<file path="src/rtl/alu_issue_stage_if.sv">
// Bundle of decode-side, ALU-side and downstream signals of the ALU issue stage.
// Handshake: a transfer happens on a rising edge where valid and ready are
// both high; valid never depends on ready, and the producer holds its
// payload stable while valid is high and ready is low.
interface alu_issue_stage_if #(
   parameter int DW  = 32,
   parameter int RW  = 5,
   parameter int OPW = 5
);
   // decode -> stage
   logic           in_valid;
   logic           in_ready;
   logic [OPW-1:0] in_opc;
   logic [RW-1:0]  in_rs1;
   logic [RW-1:0]  in_rs2;
   logic [RW-1:0]  in_rd;
   logic [DW-1:0]  in_rs1_val;
   logic [DW-1:0]  in_rs2_val;
   logic [DW-1:0]  in_imm;
   // stage <-> combinational ALU
   logic [DW-1:0]  alu_inp1;
   logic [DW-1:0]  alu_inp2;
   logic [OPW-1:0] alu_opc;
   logic [DW-1:0]  alu_out;
   // stage -> MEM/WB
   logic           out_valid;
   logic           out_ready;
   logic [OPW-1:0] out_opc;
   logic [RW-1:0]  out_rd;
   logic           out_wr_en;
   logic [DW-1:0]  out_result;
   logic [DW-1:0]  out_store_data;

   // the issue stage itself
   modport slave (
      input  in_valid, in_opc, in_rs1, in_rs2, in_rd, in_rs1_val, in_rs2_val, in_imm,
      input  alu_out, out_ready,
      output in_ready, alu_inp1, alu_inp2, alu_opc,
      output out_valid, out_opc, out_rd, out_wr_en, out_result, out_store_data
   );

   // surrounding pipeline (decode, ALU, MEM/WB)
   modport master (
      output in_valid, in_opc, in_rs1, in_rs2, in_rd, in_rs1_val, in_rs2_val, in_imm,
      output alu_out, out_ready,
      input  in_ready, alu_inp1, alu_inp2, alu_opc,
      input  out_valid, out_opc, out_rd, out_wr_en, out_result, out_store_data
   );
endinterface

</file>
<file path="src/rtl/alu_issue_stage.sv">
// EX-side pipeline stage around an external combinational ALU.
// S1 (issue register) drives the ALU, S2 (result register) feeds MEM/WB.
// RAW hazards are resolved by forwarding from S1 (ALU output) and S2;
// a load result is not available here, so a dependent instruction waits.
module alu_issue_stage #(
   parameter int DW  = 32,
   parameter int RW  = 5,
   parameter int OPW = 5
) (
   input  logic              clk,
   input  logic              rst,
   alu_issue_stage_if.slave  io
);

   localparam logic [OPW-1:0] OPC_JUMP    = OPW'(8);
   localparam logic [OPW-1:0] OPC_LW      = OPW'(10);
   localparam logic [OPW-1:0] OPC_ILL_MIN = OPW'(14);

   // opcodes taking the immediate as operand 2
   function automatic logic uses_imm(input logic [OPW-1:0] opc);
      logic [31:0] o;
      o = 32'(opc);
      case (o)
         32'd2, 32'd3, 32'd10, 32'd11, 32'd12, 32'd13: uses_imm = 1'b1;
         default:                                     uses_imm = 1'b0;
      endcase
   endfunction

   // opcodes reading rs2 (for load-use detection)
   function automatic logic uses_rs2(input logic [OPW-1:0] opc);
      logic [31:0] o;
      o = 32'(opc);
      case (o)
         32'd0, 32'd1, 32'd4, 32'd5, 32'd6, 32'd7, 32'd9, 32'd11: uses_rs2 = 1'b1;
         default:                                                uses_rs2 = 1'b0;
      endcase
   endfunction

   // opcodes that write a destination register
   function automatic logic writes_rd(input logic [OPW-1:0] opc);
      logic [31:0] o;
      o = 32'(opc);
      case (o)
         32'd0, 32'd1, 32'd2, 32'd3, 32'd4, 32'd5, 32'd6, 32'd7,
         32'd9, 32'd10, 32'd12, 32'd13: writes_rd = 1'b1;
         default:                       writes_rd = 1'b0;
      endcase
   endfunction

   // S1 issue register
   logic           s1_valid_q, s1_valid_d;
   logic [OPW-1:0] s1_opc_q,   s1_opc_d;
   logic [RW-1:0]  s1_rd_q,    s1_rd_d;
   logic           s1_wr_en_q, s1_wr_en_d;
   logic [DW-1:0]  s1_inp1_q,  s1_inp1_d;
   logic [DW-1:0]  s1_inp2_q,  s1_inp2_d;
   logic [DW-1:0]  s1_jmp_q,   s1_jmp_d;
   logic [DW-1:0]  s1_store_q, s1_store_d;
   // S2 result register
   logic           s2_valid_q,  s2_valid_d;
   logic [OPW-1:0] s2_opc_q,    s2_opc_d;
   logic [RW-1:0]  s2_rd_q,     s2_rd_d;
   logic           s2_wr_en_q,  s2_wr_en_d;
   logic [DW-1:0]  s2_result_q, s2_result_d;
   logic [DW-1:0]  s2_store_q,  s2_store_d;

   logic          s1_adv, s2_adv, accept, interlock, in_ready;
   logic          s1_fwd_ok, s2_fwd_ok, s1_lw, s2_lw, legal_ops;
   logic [DW-1:0] rs1_op, rs2_op;

   // handshake, hazard detection, operand select and next-state of S1/S2
   always_comb begin
      s2_adv = s2_valid_q & io.out_ready;
      s1_adv = s1_valid_q & (~s2_valid_q | io.out_ready);

      // a lw in flight blocks any consumer of its rd until it has left S2
      s1_lw = s1_valid_q & (s1_opc_q == OPC_LW) & (s1_rd_q != '0);
      s2_lw = s2_valid_q & (s2_opc_q == OPC_LW) & (s2_rd_q != '0);
      interlock = (s1_lw & (s1_rd_q == io.in_rs1)) | (s2_lw & (s2_rd_q == io.in_rs1)) |
                  (uses_rs2(io.in_opc) &
                   ((s1_lw & (s1_rd_q == io.in_rs2)) | (s2_lw & (s2_rd_q == io.in_rs2))));

      in_ready = ~rst & (~s1_valid_q | s1_adv) & ~interlock;
      accept   = io.in_valid & in_ready;

      // younger producer (S1, via ALU output) wins over S2
      s1_fwd_ok = s1_valid_q & s1_wr_en_q & (s1_opc_q != OPC_LW);
      s2_fwd_ok = s2_valid_q & s2_wr_en_q & (s2_opc_q != OPC_LW);

      rs1_op = io.in_rs1_val;
      if (io.in_rs1 != '0 && s1_fwd_ok && s1_rd_q == io.in_rs1)      rs1_op = io.alu_out;
      else if (io.in_rs1 != '0 && s2_fwd_ok && s2_rd_q == io.in_rs1) rs1_op = s2_result_q;

      rs2_op = io.in_rs2_val;
      if (io.in_rs2 != '0 && s1_fwd_ok && s1_rd_q == io.in_rs2)      rs2_op = io.alu_out;
      else if (io.in_rs2 != '0 && s2_fwd_ok && s2_rd_q == io.in_rs2) rs2_op = s2_result_q;

      legal_ops = (io.in_opc != OPC_JUMP) & (io.in_opc < OPC_ILL_MIN);

      s1_valid_d  = s1_valid_q;
      s1_opc_d    = s1_opc_q;
      s1_rd_d     = s1_rd_q;
      s1_wr_en_d  = s1_wr_en_q;
      s1_inp1_d   = s1_inp1_q;
      s1_inp2_d   = s1_inp2_q;
      s1_jmp_d    = s1_jmp_q;
      s1_store_d  = s1_store_q;
      s2_valid_d  = s2_valid_q;
      s2_opc_d    = s2_opc_q;
      s2_rd_d     = s2_rd_q;
      s2_wr_en_d  = s2_wr_en_q;
      s2_result_d = s2_result_q;
      s2_store_d  = s2_store_q;

      if (accept) begin
         s1_valid_d = 1'b1;
         s1_opc_d   = io.in_opc;
         s1_rd_d    = io.in_rd;
         s1_wr_en_d = writes_rd(io.in_opc) & (io.in_rd != '0);
         s1_inp1_d  = legal_ops ? rs1_op : '0;
         s1_inp2_d  = legal_ops ? (uses_imm(io.in_opc) ? io.in_imm : rs2_op) : '0;
         s1_jmp_d   = (io.in_opc == OPC_JUMP) ? io.in_imm : '0;
         s1_store_d = rs2_op;
      end else if (s1_adv) begin
         s1_valid_d = 1'b0;
      end

      if (s1_adv) begin
         s2_valid_d  = 1'b1;
         s2_opc_d    = s1_opc_q;
         s2_rd_d     = s1_rd_q;
         s2_wr_en_d  = s1_wr_en_q;
         s2_store_d  = s1_store_q;
         if (s1_opc_q == OPC_JUMP)        s2_result_d = s1_jmp_q;
         else if (s1_opc_q >= OPC_ILL_MIN) s2_result_d = '0;
         else                              s2_result_d = io.alu_out;
      end else if (s2_adv) begin
         s2_valid_d = 1'b0;
      end
   end

   // pipeline registers; reset discards everything in flight
   always_ff @(posedge clk or posedge rst) begin
      if (rst) begin
         s1_valid_q  <= 1'b0;
         s1_opc_q    <= '0;
         s1_rd_q     <= '0;
         s1_wr_en_q  <= 1'b0;
         s1_inp1_q   <= '0;
         s1_inp2_q   <= '0;
         s1_jmp_q    <= '0;
         s1_store_q  <= '0;
         s2_valid_q  <= 1'b0;
         s2_opc_q    <= '0;
         s2_rd_q     <= '0;
         s2_wr_en_q  <= 1'b0;
         s2_result_q <= '0;
         s2_store_q  <= '0;
      end else begin
         s1_valid_q  <= s1_valid_d;
         s1_opc_q    <= s1_opc_d;
         s1_rd_q     <= s1_rd_d;
         s1_wr_en_q  <= s1_wr_en_d;
         s1_inp1_q   <= s1_inp1_d;
         s1_inp2_q   <= s1_inp2_d;
         s1_jmp_q    <= s1_jmp_d;
         s1_store_q  <= s1_store_d;
         s2_valid_q  <= s2_valid_d;
         s2_opc_q    <= s2_opc_d;
         s2_rd_q     <= s2_rd_d;
         s2_wr_en_q  <= s2_wr_en_d;
         s2_result_q <= s2_result_d;
         s2_store_q  <= s2_store_d;
      end
   end

   assign io.in_ready       = in_ready;
   assign io.alu_inp1       = s1_inp1_q;
   assign io.alu_inp2       = s1_inp2_q;
   assign io.alu_opc        = s1_opc_q;
   assign io.out_valid      = s2_valid_q;
   assign io.out_opc        = s2_opc_q;
   assign io.out_rd         = s2_rd_q;
   assign io.out_wr_en      = s2_wr_en_q;
   assign io.out_result     = s2_result_q;
   assign io.out_store_data = s2_store_q;

endmodule
</file>
<file path="src/flat_wrapper.sv">
// flat-port wrapper written by rule: the top's interface ports become plain ports
module alu_issue_stage_flat 
#(
   parameter int DW  = 32,
   parameter int RW  = 5,
   parameter int OPW = 5
)
  (clk, rst, io_in_valid, io_in_opc, io_in_rs1, io_in_rs2, io_in_rd, io_in_rs1_val, io_in_rs2_val, io_in_imm, io_alu_out, io_out_ready, io_in_ready, io_alu_inp1, io_alu_inp2, io_alu_opc, io_out_valid, io_out_opc, io_out_rd, io_out_wr_en, io_out_result, io_out_store_data);
  alu_issue_stage_if #(.DW(DW), .RW(RW), .OPW(OPW)) io_i ();
  input  logic clk;
  input  logic rst;
  input wire logic [$bits(io_i.in_valid)-1:0] io_in_valid;
  input wire logic [$bits(io_i.in_opc)-1:0] io_in_opc;
  input wire logic [$bits(io_i.in_rs1)-1:0] io_in_rs1;
  input wire logic [$bits(io_i.in_rs2)-1:0] io_in_rs2;
  input wire logic [$bits(io_i.in_rd)-1:0] io_in_rd;
  input wire logic [$bits(io_i.in_rs1_val)-1:0] io_in_rs1_val;
  input wire logic [$bits(io_i.in_rs2_val)-1:0] io_in_rs2_val;
  input wire logic [$bits(io_i.in_imm)-1:0] io_in_imm;
  input wire logic [$bits(io_i.alu_out)-1:0] io_alu_out;
  input wire logic [$bits(io_i.out_ready)-1:0] io_out_ready;
  output wire logic [$bits(io_i.in_ready)-1:0] io_in_ready;
  output wire logic [$bits(io_i.alu_inp1)-1:0] io_alu_inp1;
  output wire logic [$bits(io_i.alu_inp2)-1:0] io_alu_inp2;
  output wire logic [$bits(io_i.alu_opc)-1:0] io_alu_opc;
  output wire logic [$bits(io_i.out_valid)-1:0] io_out_valid;
  output wire logic [$bits(io_i.out_opc)-1:0] io_out_opc;
  output wire logic [$bits(io_i.out_rd)-1:0] io_out_rd;
  output wire logic [$bits(io_i.out_wr_en)-1:0] io_out_wr_en;
  output wire logic [$bits(io_i.out_result)-1:0] io_out_result;
  output wire logic [$bits(io_i.out_store_data)-1:0] io_out_store_data;
  assign io_i.in_valid = io_in_valid;
  assign io_i.in_opc = io_in_opc;
  assign io_i.in_rs1 = io_in_rs1;
  assign io_i.in_rs2 = io_in_rs2;
  assign io_i.in_rd = io_in_rd;
  assign io_i.in_rs1_val = io_in_rs1_val;
  assign io_i.in_rs2_val = io_in_rs2_val;
  assign io_i.in_imm = io_in_imm;
  assign io_i.alu_out = io_alu_out;
  assign io_i.out_ready = io_out_ready;
  assign io_in_ready = io_i.in_ready;
  assign io_alu_inp1 = io_i.alu_inp1;
  assign io_alu_inp2 = io_i.alu_inp2;
  assign io_alu_opc = io_i.alu_opc;
  assign io_out_valid = io_i.out_valid;
  assign io_out_opc = io_i.out_opc;
  assign io_out_rd = io_i.out_rd;
  assign io_out_wr_en = io_i.out_wr_en;
  assign io_out_result = io_i.out_result;
  assign io_out_store_data = io_i.out_store_data;
  alu_issue_stage #(.DW(DW), .RW(RW), .OPW(OPW)) u_core (.clk(clk), .rst(rst), .io(io_i));
endmodule
</file>
<file path="config.mk">
export PLATFORM = sky130hd
export DESIGN_NAME = alu_issue_stage_flat
export DESIGN_NICKNAME = d
export VERILOG_FILES = /design/src/rtl/alu_issue_stage_if.sv /design/src/rtl/alu_issue_stage.sv /design/src/flat_wrapper.sv
export SDC_FILE = /design/constraint.sdc
export NUM_CORES = 1
export LEC_CHECK = 0
export ABC_AREA = 1
export BUFFER_PORTS_ARGS = -buffer_cell sky130_fd_sc_hd__buf_4
export CORE_ASPECT_RATIO = 1.5
export CORE_MARGIN = 10
export CORE_UTILIZATION = 50
export DETAILED_ROUTE_END_ITERATION = 6
export PLACE_DENSITY = 0.85
export RECOVER_POWER = 25
export SLEW_MARGIN = 30
export SYNTH_ARGS = -nofsm -noshare
export SYNTH_HDL_FRONTEND = slang
export SYNTH_SLANG_ARGS = --single-unit
</file>
<file path="constraint.sdc">
create_clock -name clk -period 12.95 [get_ports clk]
set_clock_uncertainty 0.1 [all_clocks]
set_input_delay 0.6475 -clock clk [delete_from_list [all_inputs] [get_ports clk]]
set_output_delay 0.6475 -clock clk [all_outputs]
set_load 0.01 [all_outputs]
</file>
==> load_flow_metrics.sql <==
INSERT INTO impl_metrics (metric_group, metric, value, unit) VALUES
('run_status', 'status', 'finished with violations', ''),
('run_status', 'failed_checks', 'max-capacitance violations, max-slew violations', ''),
('cells_and_area', 'drive_above_1_share', '0.207', ''),
('critical_path', 'critPathRequiredTime', '13.22', 'ns'),
('sta', 'timing.final.setup_violations', '0', ''),
('sta', 'finalCritPeriodShare', '0.265', ''),
('clock_tree', 'clock_root_buffer', 'clkbuf_16', ''),
('clock_tree', 'h-tree-depth', '1', ''),
('sta', 'final-max-slew-violation-count', '30', ''),
('placement', 'dpl_cell_area', '13300', 'um^2'),
('placement', 'dp.final_hpwl', '27.0', 'mm'),
('placement', 'placement.setup.worst_slack', '9.16', 'ns'),
('logic_synthesis', 'syn_avg_cell_area', '7.38', 'um^2'),
('detailed_routing', 'ant_nets', '0', ''),
('critical_path', 'worst_path_dominant_cell_family', 'simple AND/OR/NAND/NOR gates', ''),
('global_routing', 'grt_start_max_net_pins', '138', ''),
('logic_synthesis', 'synthesis.yosys.warnings', '0', ''),
('clock_tree', 'ctsLongestPathBuffers', '3', ''),
('critical_path', 'critical_path_peak_fanout', '33', ''),
('hold_path', 'timing.hold.worst.class', 'in -> async', ''),
('run', 'drv.max_cap_violation_count', '1', ''),
('logic_synthesis', 'dominant_synthesized_flop_cell', 'dfrtp_1', ''),
('cells_and_area', 'most-common-layout-cells', 'nand2_1 (605), buf_4 (304), nand3_1 (232), dfrtp_1 (216), o21ai_0 (123)', ''),
('detailed_routing', 'drt-vias-per-instance', '5.73', ''),
('floorplan', 'fp.coreArea', '21700', 'um^2'),
('critical_path', 'critical_path.max_stage_delay', '0.78', 'ns'),
('clock_tree', 'holdBufCountCts', '0', ''),
('floorplan', 'pin_count', '298', ''),
('floorplan', 'floorplan.initialDensity', '0.509', ''),
('critical_path', 'critical_path_arrival', '3.70', 'ns'),
('logic_synthesis', 'synth_sequential_area_ratio', '0.489', ''),
('global_routing', 'grt_pass1_wl', '63.6', 'mm'),
('global_routing', 'track_usage', '0.274', ''),
('pwr', 'ir_worst_vdd', '0.101', 'mV'),
('cells_and_area', 'diodes', '0', ''),
('pwr', 'p_leak', '7.38', 'nW'),
('cells_and_area', 'mostFrequentLayoutCell', 'nand2_1', ''),
('cells_and_area', 'final_design_area_no_fill', '14100', 'um^2'),
('detailed_routing', 'detailedRoute.firstIterationViolations', '1363', ''),
('placement', 'buffer_ports.inserted', '297', ''),
('clock_tree', 'cts-buffers-inserted', '21', ''),
('sta', 'worst_pin_slew', '1.74', 'ns'),
('placement', 'routability_congestion_estimate_from_global_placement', '0.906', ''),
('critical_path', 'critical_path.endpoint_type', 'flip-flop', ''),
('clock_tree', 'cts.clk_slew.worst_paths', '0.07', 'ns'),
('detailed_routing', 'drc_errors', '0', ''),
('logic_synthesis', 'synth.ff_latch_count', '216', ''),
('global_routing', 'first_global_vias', '11600', ''),
('critical_path', 'cpMostUsedCell', 'nand2_1', ''),
('critical_path', 'worst_path_cell_trace', 'inv_1, nor2_1, nand3_1, nand2_1, nor2_4, nand2_1, buf_4, nand2_1, nand3_1, nand3_1, nand2_1, nand3_1, nand2_1', ''),
('sta', 'slew_headroom', '-0.160', ''),
('clock_tree', 'clock_latency_at_the_later_pin_of_the_worst_skew_pair', '0.50', 'ns'),
('detailed_routing', 'finalWirelength', '40.7', 'mm'),
('sta', 'setup-tns-final', '0', 'ns'),
('floorplan', 'fp.dieW', '141', 'um'),
('cells_and_area', 'n_fill_cell', '1852', ''),
('cells_and_area', 'nets', '1889', ''),
('pwr', 'power', '2.09', 'mW'),
('sta', 'finalHoldViolations', '0', ''),
('critical_path', 'worstSetupPathType', 'reg -> reg', ''),
('logic_synthesis', 'synth_edf_count', '0', ''),
('global_routing', 'grt_antenna_before_repair', '1', ''),
('logic_synthesis', 'synth.distinct_cells', '28', ''),
('floorplan', 'die_h', '202', 'um'),
('critical_path', 'timing.critical_path.from_type', 'flip-flop', ''),
('logic_synthesis', 'synth_nets', '1654', ''),
('sta', 'achievable-frequency', '0.291', 'GHz'),
('pwr', 'powerDensity', '148', 'nW/um^2'),
('floorplan', 'placement_rows', '66', ''),
('logic_synthesis', 'synthCells', '1498', ''),
('clock_tree', 'clock_sink_count', '216', '');
[power by group]
group	leakage [nW]	switching (mW)	internal, mW
registers	2.81	0.0996	0.782
logic	4.21	0.302	0.225
clock network	0.360	0.268	0.409
total	7.38	0.670	1.42
[worst paths after layout]
path,from,end,slack (ns),depth (start not counted)
worst min register to register,u_core.s1_store_q[8],u_core.io.out_store_data[8],0.37,2
worst max-delay path,u_core.io.out_opc[3],u_core.io.alu_inp2[26],9.52,13
min in group clk,io_in_rd[0],u_core.s1_rd_q[0],0.28,3
max in group asynchronous,rst,u_core.s1_store_q[23],10.42,3
worst max register to register,u_core.io.out_opc[3],u_core.io.alu_inp2[26],9.52,13
worst min-delay path,rst,u_core.io.out_rd[1],0.17,2
[stage by stage]
step	utilization	instances	hold slack (ns)
6_report	0.649	2017	0.172
5_1_grt	0.649	2017	0.240
4_1_cts	0.648	2015	0.267
3_5_place_dp	0.613	1980	0.356
3_3_place_gp	0.612	1979	0.351
2_1_floorplan	-	1498	0.342
[cells by family after synthesis]
group,synth area share
XOR/XNOR,0.0111
AND/OR/NAND/NOR,0.342
AO/OA/AOI/OAI,0.0869
buffers and inverters,0.0665
adder cells (fa/ha/maj),0.00452
flip-flops,0.489
[flip-flops by register name (all words and copies together), names as in the netlist]
signal / flops
u_core.io.alu_inp1: 32
u_core.io.alu_inp2: 32
u_core.io.out_result: 32
u_core.io.out_store_data: 32
u_core.s1_jmp_q: 32
u_core.s1_store_q: 32
u_core.io.alu_opc: 5
u_core.io.out_opc: 5
u_core.io.out_rd: 5
u_core.s1_rd_q: 5
u_core.io.out_valid: 1
u_core.io.out_wr_en: 1
u_core.s1_valid_q: 1
u_core.s1_wr_en_q: 1
[per-layer routing]
metal,wire length [um],up-vias,GRT usage
li1,-,5313,-
met1,14600,5389,0.325
met5,8,-,0
met3,3980,147,0.0565
met2,19900,707,0.453
met4,2180,2,0.147
[synth_stat cells, types with 4 or more instances]
cell type / count / share of area
o21ai_0: 123 / 0.056
nor3_1: 34 / 0.015
nor2_1: 17 / 0.0058
buf_2: 33 / 0.015
a21oi_1: 34 / 0.015
buf_4: 14 / 0.0095
nand3_1: 232 / 0.10
dfrtp_1: 216 / 0.49
clkbuf_1: 40 / 0.014
ha_1: 4 / 0.0045
xnor2_1: 14 / 0.011
nand2_1: 609 / 0.21
inv_1: 66 / 0.022
o21ai_1: 30 / 0.014
buf_1: 11 / 0.0037
[final cells by class]
cell class,instances,area (um^2),area share
clock inverters,9,176,0.0125
flip-flops and latches,216,5410,0.383
repair buffers,311,2380,0.169
multi-input cells,1113,4960,0.352
well taps,272,340,0.0241
clock buffers,26,564,0.0400
inverters,70,277,0.0196
Note: power is estimated with default switching activity, not from simulation.
